### config.mk
export PLATFORM = sky130hd
export DESIGN_NAME = reg_scoreboard_flat
export DESIGN_NICKNAME = d
export VERILOG_FILES = /design/src/rtl/reg_scoreboard_if.sv /design/src/rtl/reg_scoreboard.sv /design/src/flat_wrapper.sv
export SDC_FILE = /design/constraint.sdc
export NUM_CORES = 1
export LEC_CHECK = 0
export ABC_AREA = 0
export CORE_ASPECT_RATIO = 0.8
export CORE_UTILIZATION = 54
export CTS_CLUSTER_DIAMETER = 50
export DETAILED_ROUTE_END_ITERATION = 10
export PLACE_DENSITY_LB_ADDON = 0.05
export SLEW_MARGIN = 15
export SYNTH_ARGS = -nofsm -noshare
export SYNTH_HDL_FRONTEND = slang
export SYNTH_SLANG_ARGS = --single-unit
### constraint.sdc
create_clock -name clk -period 7 [get_ports clk]
set_input_delay 1.4 -clock clk [delete_from_list [all_inputs] [get_ports clk]]
set_output_delay 1.4 -clock clk [all_outputs]
set_load 0.01 [all_outputs]
### src/rtl/reg_scoreboard_if.sv
// Issue / completion / register-file-write bundle for reg_scoreboard.
//   master : decode + execute side; drives issue and completion, observes
//            the scoreboard status and the register-file write port.
//   slave  : the scoreboard itself.
// Signals:
//   iss_valid/iss_ready      issue handshake
//   iss_wr, iss_rd           destination write flag and index
//   iss_rn/iss_rm            source indices, qualified by iss_use_rn/iss_use_rm
//   cmp_valid/cmp_rd/cmp_data completion, always accepted
//   wr_en/write_addr/write_data register-file write port (one cycle after cmp)
//   busy                     per-register pending-write flags
//   err                      sticky completion-without-pending flag
interface reg_scoreboard_if #(
  parameter int DATA_W = 32
);
  logic              iss_valid;
  logic              iss_ready;
  logic              iss_wr;
  logic [3:0]        iss_rd;
  logic [3:0]        iss_rn;
  logic [3:0]        iss_rm;
  logic              iss_use_rn;
  logic              iss_use_rm;
  logic              cmp_valid;
  logic [3:0]        cmp_rd;
  logic [DATA_W-1:0] cmp_data;
  logic              wr_en;
  logic [3:0]        write_addr;
  logic [DATA_W-1:0] write_data;
  logic [15:0]       busy;
  logic              err;

  modport master (
    output iss_valid, iss_wr, iss_rd, iss_rn, iss_rm, iss_use_rn, iss_use_rm,
    output cmp_valid, cmp_rd, cmp_data,
    input  iss_ready, wr_en, write_addr, write_data, busy, err
  );

  modport slave (
    input  iss_valid, iss_wr, iss_rd, iss_rn, iss_rm, iss_use_rn, iss_use_rm,
    input  cmp_valid, cmp_rd, cmp_data,
    output iss_ready, wr_en, write_addr, write_data, busy, err
  );
endinterface

### src/rtl/reg_scoreboard.sv
// Register scoreboard for a 16-entry register file.
// Tracks outstanding writes per register with a small counter, stalls issue
// on read-after-write hazards or counter saturation, and stages completions
// into a one-cycle register-file write port.
// Ports:
//   clk    single clock, all state on rising edge
//   reset  asynchronous, active-high
//   sb     reg_scoreboard_if.slave (issue, completion, write port, busy, err)
module reg_scoreboard #(
  parameter int DATA_W   = 32,
  parameter int MAX_PEND = 3
) (
  input  logic              clk,
  input  logic              reset,
  reg_scoreboard_if.slave   sb
);
  localparam int CNT_W = (MAX_PEND < 1) ? 1 : $clog2(MAX_PEND + 1);

  logic [CNT_W-1:0]  pend_q [16];
  logic [CNT_W-1:0]  pend_d [16];
  logic              wr_en_q, wr_en_d;
  logic [3:0]        addr_q, addr_d;
  logic [DATA_W-1:0] data_q, data_d;
  logic              err_q, err_d;

  logic [15:0]       busy;
  logic              iss_ready;
  logic              iss_fire;
  logic [15:0]       inc_vec;
  logic [15:0]       dec_vec;

  always_comb begin
    busy = '0;
    for (int i = 0; i < 16; i++) begin
      busy[i] = (pend_q[i] != '0);
    end
  end

  // Judged purely on current (pre-increment) state, so rd == rn sees the old busy.
  assign iss_ready = !((sb.iss_use_rn && busy[sb.iss_rn]) ||
                       (sb.iss_use_rm && busy[sb.iss_rm]) ||
                       (sb.iss_wr && (pend_q[sb.iss_rd] == CNT_W'(MAX_PEND))));

  assign iss_fire = sb.iss_valid && iss_ready;
  assign inc_vec  = (iss_fire && sb.iss_wr) ? (16'(1) << sb.iss_rd) : 16'h0000;
  // The decrement lands on the edge that retires the staged write, so busy
  // drops exactly when the register file holds the new value.
  assign dec_vec  = wr_en_q ? (16'(1) << addr_q) : 16'h0000;

  always_comb begin
    err_d = err_q;
    for (int i = 0; i < 16; i++) begin
      pend_d[i] = pend_q[i];
      if (dec_vec[i] && (pend_q[i] == '0)) begin
        err_d = 1'b1;
      end
      if (inc_vec[i] && !dec_vec[i]) begin
        pend_d[i] = pend_q[i] + CNT_W'(1);
      end else if (dec_vec[i] && !inc_vec[i] && (pend_q[i] != '0)) begin
        pend_d[i] = pend_q[i] - CNT_W'(1);
      end
    end
  end

  always_comb begin
    wr_en_d = sb.cmp_valid;
    addr_d  = addr_q;
    data_d  = data_q;
    if (sb.cmp_valid) begin
      addr_d = sb.cmp_rd;
      data_d = sb.cmp_data;
    end
  end

  always_ff @(posedge clk or posedge reset) begin
    if (reset) begin
      for (int i = 0; i < 16; i++) begin
        pend_q[i] <= '0;
      end
      wr_en_q <= 1'b0;
      addr_q  <= '0;
      data_q  <= '0;
      err_q   <= 1'b0;
    end else begin
      for (int i = 0; i < 16; i++) begin
        pend_q[i] <= pend_d[i];
      end
      wr_en_q <= wr_en_d;
      addr_q  <= addr_d;
      data_q  <= data_d;
      err_q   <= err_d;
    end
  end

  assign sb.iss_ready  = iss_ready;
  assign sb.busy       = busy;
  assign sb.wr_en      = wr_en_q;
  assign sb.write_addr = addr_q;
  assign sb.write_data = data_q;
  assign sb.err        = err_q;
endmodule

### src/flat_wrapper.sv
// flat-port wrapper written by rule: the top's interface ports become plain ports
module reg_scoreboard_flat 
#(
  parameter int DATA_W   = 32,
  parameter int MAX_PEND = 3
)
  (clk, reset, sb_iss_valid, sb_iss_wr, sb_iss_rd, sb_iss_rn, sb_iss_rm, sb_iss_use_rn, sb_iss_use_rm, sb_cmp_valid, sb_cmp_rd, sb_cmp_data, sb_iss_ready, sb_wr_en, sb_write_addr, sb_write_data, sb_busy, sb_err);
  reg_scoreboard_if #(.DATA_W(DATA_W)) sb_i ();
  input  logic clk;
  input  logic reset;
  input wire logic [$bits(sb_i.iss_valid)-1:0] sb_iss_valid;
  input wire logic [$bits(sb_i.iss_wr)-1:0] sb_iss_wr;
  input wire logic [$bits(sb_i.iss_rd)-1:0] sb_iss_rd;
  input wire logic [$bits(sb_i.iss_rn)-1:0] sb_iss_rn;
  input wire logic [$bits(sb_i.iss_rm)-1:0] sb_iss_rm;
  input wire logic [$bits(sb_i.iss_use_rn)-1:0] sb_iss_use_rn;
  input wire logic [$bits(sb_i.iss_use_rm)-1:0] sb_iss_use_rm;
  input wire logic [$bits(sb_i.cmp_valid)-1:0] sb_cmp_valid;
  input wire logic [$bits(sb_i.cmp_rd)-1:0] sb_cmp_rd;
  input wire logic [$bits(sb_i.cmp_data)-1:0] sb_cmp_data;
  output wire logic [$bits(sb_i.iss_ready)-1:0] sb_iss_ready;
  output wire logic [$bits(sb_i.wr_en)-1:0] sb_wr_en;
  output wire logic [$bits(sb_i.write_addr)-1:0] sb_write_addr;
  output wire logic [$bits(sb_i.write_data)-1:0] sb_write_data;
  output wire logic [$bits(sb_i.busy)-1:0] sb_busy;
  output wire logic [$bits(sb_i.err)-1:0] sb_err;
  assign sb_i.iss_valid = sb_iss_valid;
  assign sb_i.iss_wr = sb_iss_wr;
  assign sb_i.iss_rd = sb_iss_rd;
  assign sb_i.iss_rn = sb_iss_rn;
  assign sb_i.iss_rm = sb_iss_rm;
  assign sb_i.iss_use_rn = sb_iss_use_rn;
  assign sb_i.iss_use_rm = sb_iss_use_rm;
  assign sb_i.cmp_valid = sb_cmp_valid;
  assign sb_i.cmp_rd = sb_cmp_rd;
  assign sb_i.cmp_data = sb_cmp_data;
  assign sb_iss_ready = sb_i.iss_ready;
  assign sb_wr_en = sb_i.wr_en;
  assign sb_write_addr = sb_i.write_addr;
  assign sb_write_data = sb_i.write_data;
  assign sb_busy = sb_i.busy;
  assign sb_err = sb_i.err;
  reg_scoreboard #(.DATA_W(DATA_W), .MAX_PEND(MAX_PEND)) u_core (.clk(clk), .reset(reset), .sb(sb_i));
endmodule
==> report_table.html <==
<table>
<tr><th>Metric</th><th>Value</th></tr>
<tr><th colspan="2">Pwr</th></tr>
<tr><td>Static leakage</td><td>approximately 2.2 nW</td></tr>
<tr><td>Worst IR Drop VDD</td><td>168.7 µV</td></tr>
<tr><td>Pwr dens</td><td>between 200 and 300 nW/µm²</td></tr>
<tr><th colspan="2">Routing</th></tr>
<tr><td>DRC violation count after routing</td><td>0</td></tr>
<tr><td>Vias per std cell</td><td>approximately 6.3</td></tr>
<tr><td>Post-detailed-route wirelength per cell</td><td>roughly 20 µm</td></tr>
<tr><td>Number of optimization iterations in the first detailed-route pass</td><td>5</td></tr>
<tr><td>Number of DRC markers after the initial detailed-route iteration</td><td>419</td></tr>
<tr><td>DRT Wirelength</td><td>around 13000 µm</td></tr>
<tr><td>Vias</td><td>approximately 4k</td></tr>
<tr><td>Antenna violation net count after detailed routing</td><td>0</td></tr>
<tr><th colspan="2">Synthesis</th></tr>
<tr><td>Post-Synthesis Cell Area</td><td>roughly 4300 µm²</td></tr>
<tr><td>Syn Nets</td><td>~490</td></tr>
<tr><td>Count of warnings emitted by yosys</td><td>0</td></tr>
<tr><td>Compound-Gate Fraction of Synth Area</td><td>0.1694</td></tr>
<tr><td>Unique cell type count in the Yosys netlist</td><td>57</td></tr>
<tr><td>Most used DFF post-synth</td><td>dfrtp_1</td></tr>
<tr><td>Largest family of logic cells by synthesized area</td><td>simple AND/OR/NAND/NOR gates</td></tr>
<tr><td>Share of synthesized area occupied by flip-flops and latches</td><td>0.4083</td></tr>
<tr><td>Flip-flop and latch count after synthesis</td><td>70</td></tr>
<tr><td>Async SR Flop Fraction</td><td>1.000</td></tr>
<tr><td>Top cells by count, synth</td><td>dfrtp_1 (70), mux2_2 (36), nor2_1 (33)</td></tr>
<tr><td>Mean Syn Cell Area</td><td>roughly 9.8 µm²</td></tr>
<tr><td>Basic-gate share of the synthesized area counting and, or, nand and nor cells</td><td>0.2117</td></tr>
<tr><td>Mapped Cells</td><td>438</td></tr>
<tr><td>Number of flops mapped to enable cells by yosys</td><td>0</td></tr>
<tr><td>Share of the synthesized area in the top cell type</td><td>0.4083</td></tr>
<tr><td>Cell with the most instances after synthesis</td><td>dfrtp_1</td></tr>
<tr><td>Share of synthesized cell area in full adder, half adder and majority cells</td><td>0</td></tr>
<tr><td>Cell type contributing the most total cell area after synthesis</td><td>dfrtp_1</td></tr>
<tr><td>Fraction of synthesized area in multiplexers</td><td>0.1446</td></tr>
<tr><td>Synth area leaders</td><td>dfrtp_1 (41%), mux2_2 (9.4%), mux4_2 (4.2%)</td></tr>
<tr><td>Share of the synthesized netlist area taken by xor and xnor gates</td><td>0.02041</td></tr>
<tr><th colspan="2">Worst setup path</th></tr>
<tr><td>Type of the setup path with the least slack</td><td>in -&gt; out</td></tr>
<tr><td>Nature of the critical path endpoint</td><td>output port</td></tr>
<tr><td>Category of the worst setup path launch point</td><td>input pin</td></tr>
<tr><td>Worst EP required</td><td>5.60 ns</td></tr>
<tr><td>Endpoint arrival time on the critical path</td><td>about 4.2 ns</td></tr>
<tr><td>Worst-path fanout max</td><td>12</td></tr>
<tr><td>Cells on worst reg2reg path</td><td>7</td></tr>
<tr><th colspan="2">Global route</th></tr>
<tr><td>Total global-route track usage</td><td>0.3282</td></tr>
<tr><td>Number of global-route vias before repair</td><td>3892</td></tr>
<tr><td>Total global routing overflow</td><td>0</td></tr>
<tr><td>Wire length of the first global-routing pass</td><td>20150 µm</td></tr>
<tr><td>Largest net degree at the start of global routing</td><td>71</td></tr>
<tr><td>Number of antenna violations at the first check in global routing</td><td>0</td></tr>
<tr><th colspan="2">Floorplan</th></tr>
<tr><td>DIE WIDTH</td><td>101.7 µm</td></tr>
<tr><td>Total Die Area</td><td>8308 µm²</td></tr>
<tr><td>Boundary Pins</td><td>between 100 and 150</td></tr>
<tr><td>Area of the core</td><td>7532 µm²</td></tr>
<tr><td>Std cell rows</td><td>28</td></tr>
<tr><td>Initial cell density of the core</td><td>0.5696</td></tr>
<tr><td>Y dimension of the die</td><td>81.73 µm</td></tr>
<tr><th colspan="2">Clocking</th></tr>
<tr><td>CTS HTree Levels</td><td>3</td></tr>
<tr><td>Number of buffers on the longest clock path</td><td>2</td></tr>
<tr><td>Cell at the root of the clock tree</td><td>clkbuf_8</td></tr>
<tr><td>Hold buffer count at CTS</td><td>0</td></tr>
<tr><td>Sink count of the clock tree</td><td>70</td></tr>
<tr><td>Clock latency reported for the late side of the worst-skew pair</td><td>roughly 0.36 ns</td></tr>
<tr><td>Resized cells post-CTS</td><td>0</td></tr>
<tr><td>Setup Fix Bufs, Post-CTS</td><td>0</td></tr>
<tr><td>Number of buffers created by CTS</td><td>9</td></tr>
<tr><td>TritonCTS clock tree</td><td>yes</td></tr>
<tr><td>Clock transition at the registers of the reported paths</td><td>about 0.080 ns</td></tr>
<tr><th colspan="2">Timing</th></tr>
<tr><td>Worst-Margin Slew</td><td>between 1 and 1.5 ns</td></tr>
<tr><td>Post-Route Skew</td><td>about 0.011 ns</td></tr>
<tr><td>Final Hold Vio Count</td><td>0</td></tr>
<tr><td>Maximum operating frequency</td><td>0.1779 GHz</td></tr>
<tr><td>Number of setup violations in the final report</td><td>0</td></tr>
<tr><td>Final TNS setup</td><td>0 ns</td></tr>
<tr><td>Final critical-path required period</td><td>5.622 ns</td></tr>
<tr><td>Worst max-slew margin expressed relative to the limit</td><td>0.2074</td></tr>
<tr><td>Max-slew violation count</td><td>0</td></tr>
<tr><td>Share of the clock period used by the worst path</td><td>0.8032</td></tr>
<tr><td>RSZ-0062 raised after global routing</td><td>false</td></tr>
<tr><th colspan="2">Place</th></tr>
<tr><td>Detailed-placement wirelength estimate</td><td>roughly 9600 µm</td></tr>
<tr><td>Number of buffers inserted by port buffering</td><td>109</td></tr>
<tr><td>Global placement routability congestion</td><td>just under 1</td></tr>
<tr><th colspan="2">Worst hold path</th></tr>
<tr><td>Kind of path behind the tightest hold check</td><td>reg -&gt; reg</td></tr>
<tr><td>Number of cells on the worst hold path</td><td>1</td></tr>
<tr><th colspan="2">Cells and area</th></tr>
<tr><td>Proportion of layout cells with a drive suffix above 1</td><td>0.1410</td></tr>
<tr><td>Net total in the final layout</td><td>slightly below 600</td></tr>
<tr><td>Area growth from synthesis to final layout</td><td>31.93%</td></tr>
<tr><td>Post-layout utilization of the core</td><td>0.7515</td></tr>
<tr><td>ANT cells</td><td>0</td></tr>
<tr><td>Fill cells</td><td>between 500 and 600</td></tr>
<tr><th colspan="2">Run status</th></tr>
<tr><td>Status</td><td>complete, no violations</td></tr>
<tr><th colspan="2">Run</th></tr>
<tr><td>Number of maximum-capacitance constraint violations</td><td>0</td></tr>
</table>
## layout by cell type, fill, tap and decap left out, types with 7 or more instances in the layout
cell type        instances
a211o_1                 15
a21oi_1                 19
a22oi_1                  7
and2_1                  12
and3_1                  14
clkbuf_8                 9
clkdlybuf4s50_1        109
dfrtp_1                 70
inv_1                   23
mux2_2                  36
mux4_2                   8
nand2_1                 20
nand3_1                 21
nand3b_1                 7
nor2_1                  33
nor3_1                  23
o21ai_0                 10
xnor2_1                 10
## layer usage
metal  track usage  vias to the layer above  wire length, µm
met5             0                        -                0
met3       0.09872                       33             1664
met4        0.1130                        0              270
li1              -                     1836                -
met1        0.4389                     1960             5105
met2        0.5088                      278             5979
## flip-flops by register name, summed over array words and instances, names as in the netlist
| register | cells |
|---|---|
| u_core.sb.wr_en | 1 |
| u_core.sb.err | 1 |
| u_core.pend_q | 32 |
| u_core.sb.write_addr | 4 |
| u_core.sb.write_data | 32 |
## cell families (layout without fill, tap and decap cells)
logic type             Yosys count  after routing
AO/OA/AOI/OAI                   99             99
XOR/XNOR                        10             10
buffers and inverters           45            153
flip-flops                      70             70
multiplexers                    47             47
AND/OR/NAND/NOR                167            167
## path summary, 6_finish.rpt
| check | start | to | slack, ns |
|---|---|---|---|
| worst max register to register | u_core.pend_q[4] | u_core.pend_q[30] | 3.28 |
| worst min register to register | u_core.sb.err | u_core.sb.err | 0.48 |
| worst min-delay path | u_core.sb.err | u_core.sb.err | 0.48 |
| min in group asynchronous | reset | u_core.sb.write_data[16] | 1.63 |
| max in group asynchronous | reset | u_core.pend_q[7] | 4.80 |
| worst max-delay path | sb_iss_rm[0] | sb_iss_ready | 1.38 |
## layout make-up
| type | instances | area (µm²) | share of cell area |
|---|---|---|---|
| Sequential cell | 70 | 1752 | 0.3095 |
| Multi-Input combinational cell | 323 | 2344 | 0.4140 |
| Timing Repair Buffer | 113 | 1121 | 0.1981 |
| Clock inverter | 6 | 95.09 | 0.01680 |
| Tap cell | 105 | 131.4 | 0.02321 |
| Clock buffer | 9 | 123.9 | 0.02188 |
| Inverter | 25 | 93.84 | 0.01658 |
## power by group
| part | leakage [nW] | switching, mW | total (mW) | internal (mW) |
|---|---|---|---|---|
| sequential | 0.804 | 0.103 | 0.585 | 0.482 |
| clock | 0.110 | 0.173 | 0.376 | 0.202 |
| combinational | 1.29 | 0.247 | 0.503 | 0.256 |
| total | 2.21 | 0.524 | 1.46 | 0.940 |
## worst max-delay path, cell delays in order
cell             delay [ns]
clkdlybuf4s50_1        0.59
mux4_2                 0.42
mux2i_1                0.07
o2111ai_1              0.86
nand2_2                0.11
a21oi_1                0.21
clkdlybuf4s50_1        0.57
## stage by stage
step / instance area [µm²] / hold slack (ns) / total power, mW / setup slack [ns] / instances
after global routing: 5660 / 0.5031 / 1.526 / 1.216 / 651
after floorplan: 4290 / 0.4605 / 0.8573 / 2.420 / 438
final: 5660 / 0.4802 / 1.464 / 1.378 / 651
after detailed placement: 5441 / 0.4542 / 1.080 / 1.489 / 636
after global placement: 5441 / 0.4585 / 1.062 / 1.542 / 636
after CTS: 5660 / 0.4755 / 1.455 / 1.452 / 651
Power figures use the tool's default switching activity.
